--- config.mk ---
export PLATFORM = sky130hd
export DESIGN_NAME = rename_map_ckpt_flat
export DESIGN_NICKNAME = d
export VERILOG_FILES = /design/src/rtl/rename_map_ckpt_if.sv /design/src/rtl/rename_map_ckpt.sv /design/src/flat_wrapper.sv
export SDC_FILE = /design/constraint.sdc
export NUM_CORES = 2
export LEC_CHECK = 0
export CELL_PAD_IN_SITES_DETAIL_PLACEMENT = 1
export CELL_PAD_IN_SITES_GLOBAL_PLACEMENT = 1
export CORE_ASPECT_RATIO = 1.75
export CORE_MARGIN = 5
export CORE_UTILIZATION = 57
export DETAILED_ROUTE_END_ITERATION = 6
export PLACE_DENSITY_LB_ADDON = 0.1
export SETUP_SLACK_MARGIN = 0.02
export SLEW_MARGIN = 20
export SYNTH_ARGS = -nofsm -noshare
export SYNTH_HDL_FRONTEND = slang
export SYNTH_SLANG_ARGS = --single-unit
--- constraint.sdc ---
create_clock -name CLK -period 80.2 [get_ports CLK]
set_clock_uncertainty 0.15 [all_clocks]
set_input_delay 16.04 -clock CLK [delete_from_list [all_inputs] [get_ports CLK]]
set_output_delay 16.04 -clock CLK [all_outputs]
set_load 0.005 [all_outputs]
--- src/rtl/rename_map_ckpt_if.sv ---
// Rename unit bus: the decode-side offer, the dispatch-side result, and the
// commit / mispredict / branch-resolve side-band traffic.
interface rename_map_ckpt_if #(
  parameter int ARCH_W = 5,
  parameter int PHYS_W = 6,
  parameter int CKPT_W = 2
) ();
  logic              in_valid;
  logic              in_ready;
  logic [ARCH_W-1:0] in_src1;
  logic [ARCH_W-1:0] in_src2;
  logic [ARCH_W-1:0] in_dest;
  logic              in_dest_en;
  logic              in_ckpt;

  logic              out_valid;
  logic              out_ready;
  logic [PHYS_W-1:0] out_psrc1;
  logic [PHYS_W-1:0] out_psrc2;
  logic [PHYS_W-1:0] out_pdest;
  logic [PHYS_W-1:0] out_pdest_old;
  logic              out_dest_en;
  logic [CKPT_W-1:0] out_ckpt_id;
  logic              out_ckpt;

  logic              commit_en;
  logic [PHYS_W-1:0] commit_preg;
  logic              restore_en;
  logic [CKPT_W-1:0] restore_id;
  logic              release_en;

  logic [PHYS_W:0]   free_cnt;
  logic [CKPT_W:0]   ckpt_cnt;

  modport master (
    output in_valid, in_src1, in_src2, in_dest, in_dest_en, in_ckpt,
    output out_ready, commit_en, commit_preg, restore_en, restore_id, release_en,
    input  in_ready, out_valid, out_psrc1, out_psrc2, out_pdest, out_pdest_old,
    input  out_dest_en, out_ckpt_id, out_ckpt, free_cnt, ckpt_cnt
  );

  modport slave (
    input  in_valid, in_src1, in_src2, in_dest, in_dest_en, in_ckpt,
    input  out_ready, commit_en, commit_preg, restore_en, restore_id, release_en,
    output in_ready, out_valid, out_psrc1, out_psrc2, out_pdest, out_pdest_old,
    output out_dest_en, out_ckpt_id, out_ckpt, free_cnt, ckpt_cnt
  );
endinterface

--- src/rtl/rename_map_ckpt.sv ---
// Single-issue register rename with a circular free list and a ring of
// map checkpoints so a mispredict restores the whole map in one cycle.
// The free count is derived from the free-list pointers, so a restore only
// needs to rewind the head pointer.
module rename_map_ckpt #(
  parameter int ARCH_REGS      = 32,
  parameter int PHYS_REGS      = 64,
  parameter int NUM_CKPT       = 4,
  parameter int ARCH_W         = $clog2(ARCH_REGS),
  parameter int PHYS_W         = $clog2(PHYS_REGS),
  parameter int CKPT_W         = $clog2(NUM_CKPT),
  parameter bit ZERO_REG_FIXED = 1'b1
) (
  input logic              CLK,
  input logic              RESET,
  rename_map_ckpt_if.slave bus
);
  localparam int FREE_MAX = PHYS_REGS - ARCH_REGS;

  logic [PHYS_W-1:0] mapTable     [ARCH_REGS];
  logic [PHYS_W-1:0] freeList     [PHYS_REGS];
  logic [PHYS_W-1:0] freeHead;
  logic [PHYS_W-1:0] freeTail;
  logic [PHYS_W-1:0] ckptMap      [NUM_CKPT][ARCH_REGS];
  logic [PHYS_W-1:0] ckptFreeHead [NUM_CKPT];
  logic [CKPT_W-1:0] ckptHead;
  logic [CKPT_W-1:0] ckptTail;
  logic [CKPT_W:0]   ckptCnt;

  logic              outValid;
  logic [PHYS_W-1:0] outPsrc1;
  logic [PHYS_W-1:0] outPsrc2;
  logic [PHYS_W-1:0] outPdest;
  logic [PHYS_W-1:0] outPdestOld;
  logic              outDestEn;
  logic [CKPT_W-1:0] outCkptId;
  logic              outCkpt;

  logic [PHYS_W-1:0] freeCount;
  logic              freeFull;
  logic              ckptFull;
  logic              effDest;
  logic              inReady;
  logic              accept;
  logic              doPop;
  logic              doPush;
  logic              takeCkpt;
  logic [PHYS_W-1:0] newPdest;
  logic [CKPT_W-1:0] restoreOffset;
  logic              restoreHit;
  logic [CKPT_W:0]   cntBase;
  logic              releaseOk;

  assign freeCount = freeTail - freeHead;
  assign freeFull  = (freeCount == PHYS_W'(FREE_MAX));
  assign ckptFull  = (ckptCnt == (CKPT_W+1)'(NUM_CKPT));
  assign effDest   = bus.in_dest_en && !(ZERO_REG_FIXED && (bus.in_dest == '0));
  assign inReady   = !bus.restore_en && (!outValid || bus.out_ready) &&
                     (!effDest || (freeCount != '0)) && (!bus.in_ckpt || !ckptFull);
  assign accept    = bus.in_valid && inReady;
  assign doPop     = accept && effDest;
  assign takeCkpt  = accept && bus.in_ckpt;
  assign doPush    = bus.commit_en && !freeFull;
  assign newPdest  = freeList[freeHead];

  assign restoreOffset = bus.restore_id - ckptHead;
  assign restoreHit    = bus.restore_en && ({1'b0, restoreOffset} < ckptCnt);
  assign cntBase       = restoreHit ? ({1'b0, restoreOffset} + (CKPT_W+1)'(1)) : ckptCnt;
  assign releaseOk     = bus.release_en && (cntBase != '0);

  // Map table and free list: commit always pushes; restore rewinds, otherwise rename pops.
  always_ff @(posedge CLK) begin
    if (RESET) begin
      for (int i = 0; i < ARCH_REGS; i++) mapTable[i] <= PHYS_W'(i);
      for (int i = 0; i < PHYS_REGS; i++) freeList[i] <= (i < FREE_MAX) ? PHYS_W'(i + ARCH_REGS) : '0;
      freeHead <= '0;
      freeTail <= PHYS_W'(FREE_MAX);
    end else begin
      if (doPush) begin
        freeList[freeTail] <= bus.commit_preg;
        freeTail           <= freeTail + PHYS_W'(1);
      end
      if (restoreHit) begin
        for (int i = 0; i < ARCH_REGS; i++) mapTable[i] <= ckptMap[bus.restore_id][i];
        freeHead <= ckptFreeHead[bus.restore_id];
      end else if (doPop) begin
        mapTable[bus.in_dest] <= newPdest;
        freeHead              <= freeHead + PHYS_W'(1);
      end
    end
  end

  // Snapshot storage holds the post-rename map and post-pop head of a branch.
  always_ff @(posedge CLK) begin
    if (!RESET && takeCkpt) begin
      for (int i = 0; i < ARCH_REGS; i++)
        ckptMap[ckptTail][i] <= (doPop && (bus.in_dest == ARCH_W'(i))) ? newPdest : mapTable[i];
      ckptFreeHead[ckptTail] <= doPop ? freeHead + PHYS_W'(1) : freeHead;
    end
  end

  // Checkpoint ring bookkeeping: restore trims younger slots, then release retires the oldest.
  always_ff @(posedge CLK) begin
    if (RESET) begin
      ckptHead <= '0;
      ckptTail <= '0;
      ckptCnt  <= '0;
    end else begin
      if (restoreHit)    ckptTail <= bus.restore_id + CKPT_W'(1);
      else if (takeCkpt) ckptTail <= ckptTail + CKPT_W'(1);
      if (releaseOk)     ckptHead <= ckptHead + CKPT_W'(1);
      ckptCnt <= cntBase + (CKPT_W+1)'(takeCkpt) - (CKPT_W+1)'(releaseOk);
    end
  end

  // Registered rename result with squash on restore and hold while downstream stalls.
  always_ff @(posedge CLK) begin
    if (RESET) begin
      outValid    <= 1'b0;
      outPsrc1    <= '0;
      outPsrc2    <= '0;
      outPdest    <= '0;
      outPdestOld <= '0;
      outDestEn   <= 1'b0;
      outCkptId   <= '0;
      outCkpt     <= 1'b0;
    end else if (bus.restore_en) begin
      outValid <= 1'b0;
    end else if (accept) begin
      outValid    <= 1'b1;
      outPsrc1    <= mapTable[bus.in_src1];
      outPsrc2    <= mapTable[bus.in_src2];
      outPdest    <= effDest ? newPdest : '0;
      outPdestOld <= effDest ? mapTable[bus.in_dest] : '0;
      outDestEn   <= effDest;
      outCkptId   <= bus.in_ckpt ? ckptTail : '0;
      outCkpt     <= bus.in_ckpt;
    end else if (bus.out_ready) begin
      outValid <= 1'b0;
    end
  end

  // A commit into an already full free list means the ROB freed a register twice.
  assert property (@(posedge CLK) disable iff (RESET) !(bus.commit_en && freeFull));

  assign bus.in_ready      = inReady;
  assign bus.out_valid     = outValid;
  assign bus.out_psrc1     = outPsrc1;
  assign bus.out_psrc2     = outPsrc2;
  assign bus.out_pdest     = outPdest;
  assign bus.out_pdest_old = outPdestOld;
  assign bus.out_dest_en   = outDestEn;
  assign bus.out_ckpt_id   = outCkptId;
  assign bus.out_ckpt      = outCkpt;
  assign bus.free_cnt      = {1'b0, freeCount};
  assign bus.ckpt_cnt      = ckptCnt;
endmodule

--- src/flat_wrapper.sv ---
// flat-port wrapper written by rule: the top's interface ports become plain ports
module rename_map_ckpt_flat 
#(
  parameter int ARCH_REGS      = 32,
  parameter int PHYS_REGS      = 64,
  parameter int NUM_CKPT       = 4,
  parameter int ARCH_W         = $clog2(ARCH_REGS),
  parameter int PHYS_W         = $clog2(PHYS_REGS),
  parameter int CKPT_W         = $clog2(NUM_CKPT),
  parameter bit ZERO_REG_FIXED = 1'b1
)
  (CLK, RESET, bus_in_valid, bus_in_src1, bus_in_src2, bus_in_dest, bus_in_dest_en, bus_in_ckpt, bus_out_ready, bus_commit_en, bus_commit_preg, bus_restore_en, bus_restore_id, bus_release_en, bus_in_ready, bus_out_valid, bus_out_psrc1, bus_out_psrc2, bus_out_pdest, bus_out_pdest_old, bus_out_dest_en, bus_out_ckpt_id, bus_out_ckpt, bus_free_cnt, bus_ckpt_cnt);
  rename_map_ckpt_if #(.ARCH_W(ARCH_W), .PHYS_W(PHYS_W), .CKPT_W(CKPT_W)) bus_i ();
  input logic CLK;
  input logic RESET;
  input wire logic [$bits(bus_i.in_valid)-1:0] bus_in_valid;
  input wire logic [$bits(bus_i.in_src1)-1:0] bus_in_src1;
  input wire logic [$bits(bus_i.in_src2)-1:0] bus_in_src2;
  input wire logic [$bits(bus_i.in_dest)-1:0] bus_in_dest;
  input wire logic [$bits(bus_i.in_dest_en)-1:0] bus_in_dest_en;
  input wire logic [$bits(bus_i.in_ckpt)-1:0] bus_in_ckpt;
  input wire logic [$bits(bus_i.out_ready)-1:0] bus_out_ready;
  input wire logic [$bits(bus_i.commit_en)-1:0] bus_commit_en;
  input wire logic [$bits(bus_i.commit_preg)-1:0] bus_commit_preg;
  input wire logic [$bits(bus_i.restore_en)-1:0] bus_restore_en;
  input wire logic [$bits(bus_i.restore_id)-1:0] bus_restore_id;
  input wire logic [$bits(bus_i.release_en)-1:0] bus_release_en;
  output wire logic [$bits(bus_i.in_ready)-1:0] bus_in_ready;
  output wire logic [$bits(bus_i.out_valid)-1:0] bus_out_valid;
  output wire logic [$bits(bus_i.out_psrc1)-1:0] bus_out_psrc1;
  output wire logic [$bits(bus_i.out_psrc2)-1:0] bus_out_psrc2;
  output wire logic [$bits(bus_i.out_pdest)-1:0] bus_out_pdest;
  output wire logic [$bits(bus_i.out_pdest_old)-1:0] bus_out_pdest_old;
  output wire logic [$bits(bus_i.out_dest_en)-1:0] bus_out_dest_en;
  output wire logic [$bits(bus_i.out_ckpt_id)-1:0] bus_out_ckpt_id;
  output wire logic [$bits(bus_i.out_ckpt)-1:0] bus_out_ckpt;
  output wire logic [$bits(bus_i.free_cnt)-1:0] bus_free_cnt;
  output wire logic [$bits(bus_i.ckpt_cnt)-1:0] bus_ckpt_cnt;
  assign bus_i.in_valid = bus_in_valid;
  assign bus_i.in_src1 = bus_in_src1;
  assign bus_i.in_src2 = bus_in_src2;
  assign bus_i.in_dest = bus_in_dest;
  assign bus_i.in_dest_en = bus_in_dest_en;
  assign bus_i.in_ckpt = bus_in_ckpt;
  assign bus_i.out_ready = bus_out_ready;
  assign bus_i.commit_en = bus_commit_en;
  assign bus_i.commit_preg = bus_commit_preg;
  assign bus_i.restore_en = bus_restore_en;
  assign bus_i.restore_id = bus_restore_id;
  assign bus_i.release_en = bus_release_en;
  assign bus_in_ready = bus_i.in_ready;
  assign bus_out_valid = bus_i.out_valid;
  assign bus_out_psrc1 = bus_i.out_psrc1;
  assign bus_out_psrc2 = bus_i.out_psrc2;
  assign bus_out_pdest = bus_i.out_pdest;
  assign bus_out_pdest_old = bus_i.out_pdest_old;
  assign bus_out_dest_en = bus_i.out_dest_en;
  assign bus_out_ckpt_id = bus_i.out_ckpt_id;
  assign bus_out_ckpt = bus_i.out_ckpt;
  assign bus_free_cnt = bus_i.free_cnt;
  assign bus_ckpt_cnt = bus_i.ckpt_cnt;
  rename_map_ckpt #(.ARCH_REGS(ARCH_REGS), .PHYS_REGS(PHYS_REGS), .NUM_CKPT(NUM_CKPT), .ARCH_W(ARCH_W), .PHYS_W(PHYS_W), .CKPT_W(CKPT_W), .ZERO_REG_FIXED(ZERO_REG_FIXED)) u_core (.CLK(CLK), .RESET(RESET), .bus(bus_i));
endmodule
After elaboration in Yosys (flattened, before gate mapping):

Memory sizes are Yosys's and may differ from the RTL's. A register that Yosys moved wholly into a read port is not among the register bits.
Index checks and enable logic that the tools add are counted.

* flip-flop bits (word level): 36
* RAM bits: 1368
* input bits: 32
* output and inout port bits: 40
* memories: 4

* add/subtract/negate cells: 10
* order comparisons: 1
* equality and inequality tests: 33
* mux-type cells: 95
* bitwise operators: 33
* reduce and logical (&&, ||, !) cells: 63

Memories
* u_core.ckptMap: words 4, bits a word 192, read ports 1, clocked after Yosys merged registers in 0, wr ports 1, RTL line rename_map_ckpt.sv:24 `logic [PHYS_W-1:0] ckptMap [NUM_CKPT][ARCH_REGS];`
* u_core.freeList: words 64, bits a word 6, read ports 1, clocked after Yosys merged registers in 1, wr ports 64, RTL line rename_map_ckpt.sv:21 `logic [PHYS_W-1:0] freeList [PHYS_REGS];`
* u_core.mapTable: words 32, bits a word 6, read ports 35, clocked after Yosys merged registers in 2, wr ports 32, RTL line rename_map_ckpt.sv:20 `logic [PHYS_W-1:0] mapTable [ARCH_REGS];`
* u_core.ckptFreeHead: words 4, bits a word 6, read ports 1, clocked after Yosys merged registers in 0, wr ports 1, RTL line rename_map_ckpt.sv:25 `logic [PHYS_W-1:0] ckptFreeHead [NUM_CKPT];`

Operators with widths (count)
* 2-to-1 mux 6 bit: 72
* == test 5 bit, second input constant: 16
* logical AND 1 bit: 43
* == test 5 x 4 -> 1 bit, second input constant: 8
* OR 1 bit: 32
* == test 5 x 3 -> 1 bit, second input constant: 4
* 2-to-1 mux 1 bit: 18
* adder 6 x 1 -> 6 bit, second input constant: 2
* OR reduction 6 bit: 2
* == test 5 x 2 -> 1 bit, second input constant: 2
* logical NOT 1 bit: 8
* adder 2 x 1 -> 2 bit, second input constant: 3
* == test 6 bit, second input constant: 1
* 2-to-1 mux 2 bit: 3
* nonzero test 6 bit: 1
* subtractor 6 bit: 1
* == test 5 x 1 -> 1 bit, second input constant: 1
* logical NOT 5 bit: 1
* 2-to-1 mux 5 bit: 1
* nonzero test 2 bit: 2
* adder 2 x 1 -> 3 bit, second input constant: 1
* adder 3 x 1 -> 3 bit: 1
* == test 3 bit, second input constant: 1
* logical OR 1 bit: 3
* other kinds (8): 8

Logic depth before layout (Yosys ltp):

* depth after elaboration: 15
* depth in mapped cells: 19
* mapped depth without buffers: 15

Worst setup path before layout:

OpenSTA, ideal clock, no wires.

* kind: input -> register
* start point: input bus_in_dest[1]
* end point: memory u_core.ckptFreeHead[1][0] (enable)
* library setup time: 1.311 ns
* data arrival time: 37.631 ns
* path slack: 41.108 ns
* cell stages on the path: 7
* buffers on the path: 3
* cells stage by stage: clkbuf_1 -> or2_2 -> buf_1 -> o21ai_0 -> o21ai_2 -> buf_4 -> nor4b_1

* longest elaborated chain between the ends: 12

RTL lines
* from (decl): RTL line flat_wrapper.sv:19 `input wire logic [$bits(bus_i.in_dest)-1:0] bus_in_dest;`
* logical NOT 5 bit: RTL line rename_map_ckpt.sv:57 `assign effDest = bus.in_dest_en && !(ZERO_REG_FIXED && (bus.in_dest == '0));`
* logical NOT 1 bit: RTL line rename_map_ckpt.sv:57
* logical AND 1 bit: RTL line rename_map_ckpt.sv:57
* logical NOT 1 bit: RTL line rename_map_ckpt.sv:59 `(!effDest || (freeCount != '0)) && (!bus.in_ckpt || !ckptFull);`
* logical OR 1 bit: RTL line rename_map_ckpt.sv:59
* logical AND 1 bit: RTL line rename_map_ckpt.sv:58 `assign inReady = !bus.restore_en && (!outValid || bus.out_ready) &&`
* logical AND 1 bit: RTL line rename_map_ckpt.sv:59
* logical AND 1 bit: RTL line rename_map_ckpt.sv:60 `assign accept = bus.in_valid && inReady;`
* logical AND 1 bit: RTL line rename_map_ckpt.sv:62 `assign takeCkpt = accept && bus.in_ckpt;`
* logical AND 1 bit: RTL line rename_map_ckpt.sv:95 `if (!RESET && takeCkpt) begin`
* 2-to-1 mux 1 bit: RTL line rename_map_ckpt.sv:95
* 2-to-1 mux 1 bit: RTL line rename_map_ckpt.sv:98 `ckptFreeHead[ckptTail] <= doPop ? freeHead + PHYS_W'(1) : freeHead;`
* to (decl): RTL line rename_map_ckpt.sv:25

Every way passes these cells.

Worst setup path in the final report:

* start point: input bus_in_dest[3]
* end point: output bus_in_ready

* longest elaborated chain between the ends: 7

RTL lines
* logical NOT 5 bit: RTL line rename_map_ckpt.sv:57
* logical NOT 1 bit: RTL line rename_map_ckpt.sv:57
* logical AND 1 bit: RTL line rename_map_ckpt.sv:57
* logical NOT 1 bit: RTL line rename_map_ckpt.sv:59
* logical OR 1 bit: RTL line rename_map_ckpt.sv:59
* logical AND 1 bit: RTL line rename_map_ckpt.sv:58
* logical AND 1 bit: RTL line rename_map_ckpt.sv:59
* to (decl): RTL line flat_wrapper.sv:28 `output wire logic [$bits(bus_i.in_ready)-1:0] bus_in_ready;`

Every way passes these cells.

==> Implementation_results.wiki <==
{| class="wikitable"
! Metric !! Value
|-
| Syn Std Cell Area || 63,600 sq um
|-
| Final Cell Area || 70,000 sq um
|-
| Post-synthesis sequential element count || between 1k and 1.5k
|-
| H-tree depth reported by CTS || 4
|-
| Number of detailed-route iterations in the first pass || 7
|-
| Period utilization || between 40% and 50%
|-
| Ys flop type || sky130_fd_sc_hd__edfxtp_1
|-
| Reg-to-reg setup timing slack || 74.39 ns
|-
| PD cells || 29.1 nW/um^2
|-
| FMAX || between 20 and 30 MHz
|-
| Worst skew pair latency || 0.78 ns
|-
| Pins Over Slew Limit || 0
|-
| Root Buffer Master || sky130_fd_sc_hd__clkbuf_16
|-
| # rows || between 150 and 200
|-
| Ports || between 70 and 80
|-
| Chip width || 262 um
|-
| Global route overflow || 0
|-
| Clock slew seen by the registers of the worst setup and hold paths || around 0.060 ns
|-
| CTS tree || yes
|-
| DP Wirelength || 127,000 um
|-
| Dpl cell area || between 60,000 and 70,000 sq um
|-
| Number of flops mapped to enable cells by yosys || 1,368
|-
| Overall power consumption || 2.04 mW
|-
| Global Route Usage Sum || around a third
|-
| Count of warnings emitted by yosys || 0
|-
| DRC violation total after the first TritonRoute iteration || roughly 4k
|-
| Final Net Count || 3,871
|-
| Number of remaining DRC errors || 0
|-
| Maximum count of clock buffers along a single path || 3
|-
| Number of vias after detailed routing || 37.7k
|-
| Share of synthesized registers carrying an async set or reset || 0%
|-
| Data required, critical path || between 60 and 70 ns
|-
| Type of element launching the critical path || input port
|-
| Critical Path Source || bus_in_dest[3]
|-
| Initial Util || approximately 57%
|-
| Worst Path Class, Setup || in -> out
|-
| Capture point of the critical path || bus_in_ready
|-
| Routed wire length || ~200,000 um
|-
| Critical Path Fanout Max || 15
|-
| Number of filler instances in the final layout || roughly 9.8k
|-
| Global-route wire length before repair || 288,000 um
|-
| Max-cap check violation count || 0
|-
| Cell count of the worst hold path || 2
|-
| Area of the core region || 111,000 sq um
|-
| Setup-failing EPs final || 0
|-
| Number of CTS-inserted buffers || 130
|-
| Pin count of the biggest net entering global routing || about 140
|-
| Cells on worst reg2reg path || 9
|-
| Net Count, Synth || 3,880
|-
| Number of instances in the synthesized netlist || around 3.8k
|-
| Worst reg2reg startpoint || u_core.freeHead[4]
|-
| Arrival time of the worst setup path || approximately 19 ns
|-
| Unrepaired setup endpoints after global routing || no
|-
| Count of nets left with antenna violations after detail routing || 0
|-
| Fraction of layout cells with a size suffix above 1 || between 20% and 30%
|-
| IR drop worst, VDD || approximately 0.034 mV
|-
| Static leakage || about 22 nW
|-
| Buffers inserted by post-CTS timing repair || 0
|-
| Reg-to-Reg End || u_core.ckptMap[1][59]
|-
| Slew Limit Headroom || between 20% and 30%
|-
| Die boundary height || roughly 450 um
|-
| Total Neg Setup Slack || 0 ns
|-
| Final critical path time including I/O delays and setup || 34.84 ns
|-
| Port-buffer cells || 70
|-
| Hold WC Path Type || reg -> reg
|-
| Result of the run || finished, final reports clean
|-
| Worst min-delay path startpoint || u_core.bus.out_ckpt_id[0]
|-
| Wire length per cell || approximately 37 um
|-
| Post-CTS Hold Buffers || 0
|-
| Post-cts gate resize count || 0
|-
| Post-synthesis cell type count || 85
|-
| Average size of a mapped cell || between 15 and 20 sq um
|-
| Number of vias per cell after detailed routing || 6.98
|-
| Worst Hold Slack || between 0.3 and 0.4 ns
|-
| Final estimated routing congestion in global placement || 0.932
|-
| Clock sinks || ~1.4k
|-
| Final Hold Viols || 0
|-
| Portion of the post-synthesis area used by sequential elements || between 60% and 70%
|-
| Actual slew at the worst max-slew pin || between 1 and 1.5 ns
|-
| Number of global-route vias before repair || 40.6k
|-
| Area overhead of the layout relative to synthesis || 10.2%
|-
| Number of antenna violations at the first check in global routing || 7
|-
| Die footprint || between 100,000 and 150,000 sq um
|-
| Kind of end point of the critical path || output port
|}
[power breakdown]
| group | internal, mW | leakage [nW] | total [mW] | switching, mW |
|---|---|---|---|---|
| Clock | 0.371 | 2.15 | 0.651 | 0.279 |
| Combinational | 0.142 | 6.77 | 0.455 | 0.313 |
| Sequential | 0.882 | 13.0 | 0.932 | 0.0500 |
| Total | 1.40 | 21.9 | 2.04 | 0.643 |
[synth_stat cells (all sizes together), types with 5 or more instances]
library cell	n	area, sq um
nor3	22	125
a22oi	74	556
and3	12	75.1
mux4	462	10400
buf	105	628
nor2b	8	50.1
and2	20	125
nand2b	26	163
o22a	11	96.3
a22o	16	140
nand3	37	210
a211o	33	289
inv	17	63.8
clkbuf	190	713
nor2	419	1580
or3	5	31.3
mux2i	39	403
o21ai	175	880
a21oi	92	460
or2	14	87.6
ha	12	150
xor2	8	70.1
mux2	111	1250
nor4	24	454
a31oi	13	81.3
nand2	350	1320
edfxtp	1368	41100
a21o	37	278
dfxtp	48	961
nand4	14	154
xnor2	12	105
a211oi	6	77.6
[cells by family after synthesis]
| logic type | after synthesis | share of synthesized area [%] |
|---|---|---|
| buf+inv | 313 | 2.22 |
| fa+ha+maj | 14 | 0.299 |
| flops | 1416 | 66.1 |
| compound gates | 482 | 4.85 |
| mux | 612 | 19.0 |
| simple gates | 976 | 7.26 |
| other cells | 1 | 0.00590 |
| xor+xnor | 20 | 0.276 |
[area by class of cell]
type | instances | area [sq um] | area share, %
diodes | 4 | 10.0 | 0.0143
clock buffers | 158 | 3560 | 5.08
clock inverters | 76 | 833 | 1.19
inverters | 18 | 67.6 | 0.0965
multi-input cells | 2105 | 20300 | 28.9
flip-flops and latches | 1416 | 42000 | 60.0
well taps | 1476 | 1850 | 2.64
repair buffers | 154 | 1400 | 1.99
[state kept, by name (all words and copies together), names as in the netlist]
register,flops
u_core.bus.out_dest_en,1
u_core.freeHead,6
u_core.bus.out_psrc1,6
u_core.ckptTail,2
u_core.bus.out_pdest,6
u_core.bus.out_ckpt_id,2
u_core.bus.out_ckpt,1
u_core.bus.out_psrc2,6
u_core.ckptHead,2
u_core.ckptMap,768
u_core.bus.out_pdest_old,6
u_core.freeTail,6
u_core.bus.out_valid,1
u_core.bus.ckpt_cnt,3
u_core.mapTable,192
u_core.freeList,384
u_core.ckptFreeHead,24
[layer usage]
layer  GRT usage (%)  routed length [um]  up-vias  part of all wire, %
met2            59.1              105000     1923                   52
met3            5.25               12600      633                  6.3
met4            23.7               17500        0                  8.8
li1                -                   -    15100                    -
met1            37.1               64800    20000                   32
met5               0                   0        -                    0
[worst min path at each step]
stage,end
detailed placement,u_core.bus.out_ckpt_id[1]
floorplan,u_core.bus.out_ckpt_id[0]
CTS,u_core.bus.out_ckpt_id[0]
global placement,u_core.bus.out_ckpt_id[0]
finish,u_core.bus.out_ckpt_id[0]
global route,u_core.bus.out_ckpt_id[0]
[stage by stage]
stage | worst slack [ns] | cells | util, %
after floorplan | 41.11 | 3834 | -
after global placement | 45.54 | 5168 | 59.1
after detailed placement | 45.42 | 5168 | 59.1
after CTS | 45.37 | 5402 | 63.0
after global routing | 45.26 | 5406 | 63.0
final | 45.36 | 5407 | 63.0
[cell usage in the layout (no fill, tap or decap), types with 9 or more instances in the layout]
master	count
sky130_fd_sc_hd__nor4_4	20
sky130_fd_sc_hd__edfxtp_1	1368
sky130_fd_sc_hd__nand2b_1	26
sky130_fd_sc_hd__a31oi_1	13
sky130_fd_sc_hd__clkinv_1	24
sky130_fd_sc_hd__and3_1	12
sky130_fd_sc_hd__a21o_1	37
sky130_fd_sc_hd__or2_2	13
sky130_fd_sc_hd__clkdlybuf4s50_1	61
sky130_fd_sc_hd__clkbuf_16	137
sky130_fd_sc_hd__mux2i_1	38
sky130_fd_sc_hd__a22o_1	16
sky130_fd_sc_hd__bufinv_16	17
sky130_fd_sc_hd__ha_1	12
sky130_fd_sc_hd__nor2_1	413
sky130_fd_sc_hd__nor3_1	15
sky130_fd_sc_hd__and2_1	20
sky130_fd_sc_hd__inv_1	15
sky130_fd_sc_hd__a21oi_1	92
sky130_fd_sc_hd__a211o_1	33
sky130_fd_sc_hd__nand3_1	32
sky130_fd_sc_hd__clkbuf_1	16
sky130_fd_sc_hd__buf_4	81
sky130_fd_sc_hd__a22oi_1	74
sky130_fd_sc_hd__xnor2_1	12
sky130_fd_sc_hd__clkinv_2	23
sky130_fd_sc_hd__dfxtp_1	46
sky130_fd_sc_hd__mux2_2	111
sky130_fd_sc_hd__mux4_2	462
sky130_fd_sc_hd__nand2_1	347
sky130_fd_sc_hd__o22a_1	11
sky130_fd_sc_hd__nand4_1	9
sky130_fd_sc_hd__o21ai_0	166
[worst max-delay path, cell delays in order]
cell	delay, ns
sky130_fd_sc_hd__clkdlybuf4s50_1	0.67
sky130_fd_sc_hd__or3_1	0.69
sky130_fd_sc_hd__o21a_1	0.38
sky130_fd_sc_hd__a21boi_0	0.30
sky130_fd_sc_hd__clkdlybuf4s50_1	0.56
No activity file was read; power rests on OpenSTA's default activity.
